[config.mk]
export PLATFORM = sky130hd
export DESIGN_NAME = bram_dp_be_flat
export DESIGN_NICKNAME = d
export VERILOG_FILES = /design/src/rtl/bram_dp_be_if.sv /design/src/rtl/bram_dp_be.sv /design/src/flat_wrapper.sv
export SDC_FILE = /design/constraint.sdc
export NUM_CORES = 1
export LEC_CHECK = 0
export BUFFER_PORTS_ARGS = -buffer_cell sky130_fd_sc_hd__buf_2
export CAP_MARGIN = 25
export CORE_MARGIN = 2
export CORE_UTILIZATION = 30
export CTS_CLUSTER_DIAMETER = 200
export DETAILED_ROUTE_END_ITERATION = 7
export GPL_TIMING_DRIVEN = 1
export PLACE_DENSITY = 0.53
export RECOVER_POWER = 100
export SETUP_SLACK_MARGIN = 0.2
export SLEW_MARGIN = 25
export SYNTH_ARGS = -nofsm -noshare
export SYNTH_HDL_FRONTEND = slang
export SYNTH_SLANG_ARGS = --single-unit
[constraint.sdc]
create_clock -name clk -period 1.44 [get_ports clk]
set_input_delay 0.072 -clock clk [delete_from_list [all_inputs] [get_ports clk]]
set_output_delay 0.072 -clock clk [all_outputs]
set_load 0.03 [all_outputs]
[src/rtl/bram_dp_be_if.sv]
// Port bundle for one side of the dual-port byte-enable RAM.
// The requester drives the access fields; the RAM returns read data and its valid pulse.
interface bram_dp_be_if #(
    parameter int DATA_WIDTH = 32,
    parameter int ADDR_WIDTH = 4,
    parameter int NB         = 4
);
    logic                  en;
    logic [NB-1:0]         we;
    logic [ADDR_WIDTH-1:0] addr;
    logic [DATA_WIDTH-1:0] wdata;
    logic [DATA_WIDTH-1:0] rdata;
    logic                  rvalid;

    modport master (output en, we, addr, wdata, input rdata, rvalid);
    modport slave  (input en, we, addr, wdata, output rdata, rvalid);
endinterface

[src/rtl/bram_dp_be.sv]
// True dual-port block RAM with per-byte write enables, selectable same-port
// read-during-write behaviour and a 1- or 2-cycle registered read path.
// Across ports a read always sees the word as it was before this cycle's writes;
// on a write/write address clash port A owns every lane it enables.
module bram_dp_be #(
    parameter int RAM_DATA_WIDTH = 32,
    parameter int RAM_ADDR_WIDTH = 4,
    parameter int BYTE_WIDTH     = 8,
    parameter int READ_LATENCY   = 1,
    parameter int RDW_MODE       = 0
) (
    input logic        clk,
    input logic        rst,       // asynchronous, active low
    bram_dp_be_if.slave a,
    bram_dp_be_if.slave b
);
    localparam int NB    = RAM_DATA_WIDTH / BYTE_WIDTH;
    localparam int DEPTH = 2 ** RAM_ADDR_WIDTH;

    // Reject configurations the datapath cannot represent
    if (RAM_DATA_WIDTH % BYTE_WIDTH != 0) begin : g_err_width
        $error("bram_dp_be: RAM_DATA_WIDTH must be a multiple of BYTE_WIDTH");
    end
    if (READ_LATENCY != 1 && READ_LATENCY != 2) begin : g_err_latency
        $error("bram_dp_be: READ_LATENCY must be 1 or 2");
    end
    if (RDW_MODE < 0 || RDW_MODE > 2) begin : g_err_rdw
        $error("bram_dp_be: RDW_MODE must be 0, 1 or 2");
    end

    // Both ports flattened into index 0 (A) and 1 (B) so one generate body serves both
    logic                      en_w    [2];
    logic [NB-1:0]             wr_w    [2];
    logic [RAM_ADDR_WIDTH-1:0] addr_w  [2];
    logic [RAM_DATA_WIDTH-1:0] wdata_w [2];
    logic [RAM_DATA_WIDTH-1:0] rdata_w [2];
    logic                      rvalid_w[2];

    assign en_w[0]    = a.en;
    assign en_w[1]    = b.en;
    assign wr_w[0]    = a.en ? a.we : '0;   // byte enables only count when the port is enabled
    assign wr_w[1]    = b.en ? b.we : '0;
    assign addr_w[0]  = a.addr;
    assign addr_w[1]  = b.addr;
    assign wdata_w[0] = a.wdata;
    assign wdata_w[1] = b.wdata;
    assign a.rdata    = rdata_w[0];
    assign a.rvalid   = rvalid_w[0];
    assign b.rdata    = rdata_w[1];
    assign b.rvalid   = rvalid_w[1];

    // Storage array; contents survive reset
    logic [RAM_DATA_WIDTH-1:0] mem [DEPTH];

    // Byte-lane writes: B lanes first, A lanes last so A overrides B on a shared lane
    always_ff @(posedge clk) begin
        for (int i = 0; i < NB; i++) begin
            if (wr_w[1][i]) mem[addr_w[1]][i*BYTE_WIDTH +: BYTE_WIDTH] <= wdata_w[1][i*BYTE_WIDTH +: BYTE_WIDTH];
            if (wr_w[0][i]) mem[addr_w[0]][i*BYTE_WIDTH +: BYTE_WIDTH] <= wdata_w[0][i*BYTE_WIDTH +: BYTE_WIDTH];
        end
    end

    for (genvar gi = 0; gi < 2; gi++) begin : g_port
        logic [RAM_DATA_WIDTH-1:0] old_word;
        logic [RAM_DATA_WIDTH-1:0] merged_word;
        logic [RAM_DATA_WIDTH-1:0] read_word;
        logic                      accept;

        // Pick the word this access returns and whether it produces a result at all
        always_comb begin
            old_word    = mem[addr_w[gi]];
            merged_word = old_word;
            for (int i = 0; i < NB; i++) begin
                if (wr_w[gi][i]) merged_word[i*BYTE_WIDTH +: BYTE_WIDTH] = wdata_w[gi][i*BYTE_WIDTH +: BYTE_WIDTH];
            end
            // The merge only ever uses this port's own bytes; the other port is read-first
            read_word = (RDW_MODE == 1) ? merged_word : old_word;
            // NO_CHANGE suppresses the result of any access that writes
            accept    = en_w[gi] && !((RDW_MODE == 2) && (|wr_w[gi]));
        end

        if (READ_LATENCY == 1) begin : g_lat1
            logic [RAM_DATA_WIDTH-1:0] rdata_q, rdata_d;
            logic                      rvalid_q, rvalid_d;

            // Output register: load on an accepted access, otherwise hold
            always_comb begin
                rdata_d  = accept ? read_word : rdata_q;
                rvalid_d = accept;
            end

            // Output register state
            always_ff @(posedge clk or negedge rst) begin
                if (!rst) begin
                    rdata_q  <= '0;
                    rvalid_q <= 1'b0;
                end else begin
                    rdata_q  <= rdata_d;
                    rvalid_q <= rvalid_d;
                end
            end

            assign rdata_w[gi]  = rdata_q;
            assign rvalid_w[gi] = rvalid_q;
        end else begin : g_lat2
            logic [RAM_DATA_WIDTH-1:0] s1_data_q, s1_data_d, rdata_q, rdata_d;
            logic                      s1_valid_q, s1_valid_d, rvalid_q, rvalid_d;

            // Two-stage read pipe: stage 1 captures, output stage loads only valid beats
            always_comb begin
                s1_data_d  = accept ? read_word : s1_data_q;
                s1_valid_d = accept;
                rdata_d    = s1_valid_q ? s1_data_q : rdata_q;
                rvalid_d   = s1_valid_q;
            end

            // Pipeline state; reset discards anything in flight
            always_ff @(posedge clk or negedge rst) begin
                if (!rst) begin
                    s1_data_q  <= '0;
                    s1_valid_q <= 1'b0;
                    rdata_q    <= '0;
                    rvalid_q   <= 1'b0;
                end else begin
                    s1_data_q  <= s1_data_d;
                    s1_valid_q <= s1_valid_d;
                    rdata_q    <= rdata_d;
                    rvalid_q   <= rvalid_d;
                end
            end

            assign rdata_w[gi]  = rdata_q;
            assign rvalid_w[gi] = rvalid_q;
        end
    end
endmodule

[src/flat_wrapper.sv]
// flat-port wrapper written by rule: the top's interface ports become plain ports
module bram_dp_be_flat 
#(
    parameter int RAM_DATA_WIDTH = 32,
    parameter int RAM_ADDR_WIDTH = 4,
    parameter int BYTE_WIDTH     = 8,
    parameter int READ_LATENCY   = 1,
    parameter int RDW_MODE       = 0
)
  (clk, rst, a_en, a_we, a_addr, a_wdata, a_rdata, a_rvalid, b_en, b_we, b_addr, b_wdata, b_rdata, b_rvalid);
  bram_dp_be_if #(.DATA_WIDTH(32), .ADDR_WIDTH(4), .NB(4)) a_i ();
  bram_dp_be_if #(.DATA_WIDTH(32), .ADDR_WIDTH(4), .NB(4)) b_i ();
  input logic clk;
  input logic rst;
  input wire logic [$bits(a_i.en)-1:0] a_en;
  input wire logic [$bits(a_i.we)-1:0] a_we;
  input wire logic [$bits(a_i.addr)-1:0] a_addr;
  input wire logic [$bits(a_i.wdata)-1:0] a_wdata;
  output wire logic [$bits(a_i.rdata)-1:0] a_rdata;
  output wire logic [$bits(a_i.rvalid)-1:0] a_rvalid;
  input wire logic [$bits(b_i.en)-1:0] b_en;
  input wire logic [$bits(b_i.we)-1:0] b_we;
  input wire logic [$bits(b_i.addr)-1:0] b_addr;
  input wire logic [$bits(b_i.wdata)-1:0] b_wdata;
  output wire logic [$bits(b_i.rdata)-1:0] b_rdata;
  output wire logic [$bits(b_i.rvalid)-1:0] b_rvalid;
  assign a_i.en = a_en;
  assign a_i.we = a_we;
  assign a_i.addr = a_addr;
  assign a_i.wdata = a_wdata;
  assign a_rdata = a_i.rdata;
  assign a_rvalid = a_i.rvalid;
  assign b_i.en = b_en;
  assign b_i.we = b_we;
  assign b_i.addr = b_addr;
  assign b_i.wdata = b_wdata;
  assign b_rdata = b_i.rdata;
  assign b_rvalid = b_i.rvalid;
  bram_dp_be #(.RAM_DATA_WIDTH(RAM_DATA_WIDTH), .RAM_ADDR_WIDTH(RAM_ADDR_WIDTH), .BYTE_WIDTH(BYTE_WIDTH), .READ_LATENCY(READ_LATENCY), .RDW_MODE(RDW_MODE)) u_core (.clk(clk), .rst(rst), .a(a_i), .b(b_i));
endmodule
==> impl_metrics.tcl <==
set metrics [dict create \
    outcome "finished, final reports clean" \
    synth_top_area_share 0.457 \
    synth_top_area_cell "edfxtp_1" \
    path_clk_slew_ns 0.06 \
    port_buffers 149 \
    r2r_setup_slack_ns 0.02 \
    nets 2959 \
    synth_nets 2528 \
    drv_cap 0 \
    drtAntennaViolNets 0 \
    overflow 0 \
    async_flop_share 0.114 \
    die_x_um 339 \
    clockBufferDepth 3 \
    yosys-top-cells-area "edfxtp_1 (46%), mux2_2 (17%), mux2i_1 (11%), dfrtp_1 (4.9%), mux4_2 (4.3%)" \
    ys_seq_elements 578 \
    total_power_mw 43.6 \
    min_path_type "primary input to register" \
    yosys_warnings 0 \
    finalCritPeriodShare 0.989 \
    clkLatencyLatePin_ns 0.62 \
    tns_ns 0 \
    dpl_cell_area_sq_mm 0.0411 \
    hold_depth 2 \
    fmax_mhz 702 \
    syn_avg_cell_area_sq_um 13.8 \
    wl_per_cell_um 28.9 \
    synth_edf_count 512 \
    fillers 10519 \
    drtIter0Drc 2101 \
    path_max_fanout 2 \
    cts_root_buf "clkbuf_16" \
    finalSetupViolations 0 \
    irDropWorstVdd_mv 0.698 \
    whs_ns 0.0275 \
    finalMaxSlewViolations 0 \
    slew_headroom 0.178 \
    cts_buffers 68 \
    final_cell_area_sq_mm 0.0427 \
    dieArea_sq_mm 0.115 \
    setup_ws_ns 0.0165 \
    htree_levels 3 \
    place.gp.congestion 0.852 \
    hp-start "b_wdata[18]" \
    grt_use_met3 0.0393 \
    drc 0 \
    finalWirelength_mm 128 \
    post-dp-hpwl_mm 89.3 \
    crit-reg2reg-launch "u_core.mem[10][0]$_DFFE_PP_" \
    syn_to_final_growth_pct 26.8 \
    num_vias 24221 \
    cts_tree "built" \
    synthesis.area_sq_mm 0.0337 \
    cts_num_sinks 578 \
    holdPathEnd "u_core.mem[9][18]$_DFFE_PP_" \
    reg2reg_depth 3 \
    synth_sequential_area_ratio 0.506 \
    core-area_sq_mm 0.111 \
    dp_slack_ns -0.438 \
    crit_required_ns 1.91 \
    worstMarginPinSlew_ns 1.23 \
    rows 122 \
    synth_top_flop_cell "edfxtp_1" \
    grt_use_met2 0.355 \
    busiest_layer "met2" \
    drive_gt1_frac 0.461 \
    met1_usage 0.285 \
    track_usage 0.217 \
    crit_path_start_kind "register" \
    pin_count 150 \
    layout_common_cells "edfxtp_1 (512), mux2_2 (415), mux2i_1 (384)" \
    worstSetupEndpointType "register" \
    finalClockSkew_ns 0.0226 \
    hold_violations 0 \
    final_common_cell "edfxtp_1" \
    antenna_found_initial 14 \
    synthDistinctLibCells 40 \
    grt_pass1_wl_mm 182 \
    reg2reg_to "u_core.b.rdata[0]$_DFFE_PN0P_" \
    p_leak_nw 15.6 \
    rsz0062_at_grt "true" \
    start_util 0.303 \
    vias_per_cell 5.48 \
    dr.pass1.iters 5 \
    grt_max_degree 67 \
    grt_pass1_vias 25388 \
    power.density_mw_per_mm2 1020 \
    crit_type "register to register" \
    min_period_ns 1.42 \
    syn_inst 2444 \
    die_h_um 339 \
    cp_data_arrival_time_ns 1.89 \
]
cell families after synthesis:
| group | share of synthesized area |
|---|---|
| mux | 0.328 |
| compound gates | 0.0699 |
| buf+inv | 0.0353 |
| flops | 0.506 |
| simple gates | 0.0610 |
state kept, by name, summed over array words and instances (netlist names):
name             count
u_core.a.rdata      32
u_core.b.rvalid      1
u_core.a.rvalid      1
u_core.b.rdata      32
u_core.mem         512
metrics by stage:
step / instances / utilization
6_report: 4420 / 0.385
5_1_grt: 4419 / 0.385
4_1_cts: 4403 / 0.400
3_5_place_dp: 4226 / 0.370
3_3_place_gp: 4226 / 0.370
2_1_floorplan: 2444 / -
worst max-delay path: stages, from the launching register on:
cell and delay [ns]:
edfxtp_1 0.40, mux4_2 0.49, o21ai_1 0.26, a31oi_1 0.13
per-layer routing:
metal  vias to the layer above  routed length (um)
met5                         -                  58
met4                        10                5510
met3                       273                8210
met2                       884               59400
met1                     12497               54800
li1                      10557                   -
cells in the mapped netlist (30+ instances only):
| cell type | n |
|---|---|
| edfxtp_1 | 512 |
| mux2_2 | 498 |
| mux2i_1 | 384 |
| o22ai_1 | 152 |
| nor2_1 | 131 |
| clkbuf_1 | 112 |
| dfrtp_1 | 66 |
| a31oi_1 | 64 |
| mux4_2 | 64 |
| buf_2 | 48 |
| nand2_1 | 44 |
| nand3_1 | 43 |
| buf_4 | 37 |
| a221oi_1 | 34 |
| a2bb2oi_1 | 30 |
| o21ai_0 | 30 |
area by class of cell:
class                   instances  area (sq um)  share of cell area
diodes                          4          10.0            0.000234
clock buffers                  93          1940              0.0455
clock inverters                30           273             0.00639
multi-input cells            1645         16400               0.384
flip-flops and latches        578         17000               0.399
well taps                    1488          1860              0.0436
repair buffers                582          5170               0.121
where the power goes:
group / internal [mW] / leakage (nW) / total, mW / switching, mW
combinational: 2.89 / 9.16 / 6.86 / 3.97
sequential: 18.9 / 5.37 / 19.2 / 0.330
clock: 10.3 / 1.10 / 17.5 / 7.16
what timing repair did:
| item | in CTS | in global routing |
|---|---|---|
| buffers inserted | 35 | 13 |
| resized for setup | 204 | 51 |
| pin swaps | 30 | 34 |
| setup endpoints to repair | 129 | 121 |
| hold endpoints to repair | 170 | 0 |
| hold buffers | 19 | 0 |
worst max path at each step:
stage                                            start                              to  slack, ns  cells past startpoint
after floorplan                                   a_en     u_core.mem[12][0]$_DFFE_PP_      -0.13                      6
after CTS                  u_core.mem[2][20]$_DFFE_PP_  u_core.a.rdata[20]$_DFFE_PN0P_       0.02                      3
after global placement                       a_addr[2]  u_core.a.rdata[11]$_DFFE_PN0P_      -0.43                      8
after global routing      u_core.mem[12][17]$_DFFE_PP_  u_core.b.rdata[17]$_DFFE_PN0P_     -0.009                      4
after detailed placement                     a_addr[2]  u_core.a.rdata[11]$_DFFE_PN0P_      -0.44                      8
final                      u_core.mem[10][0]$_DFFE_PP_   u_core.b.rdata[0]$_DFFE_PN0P_       0.02                      3
Power figures use the tool's default switching activity.
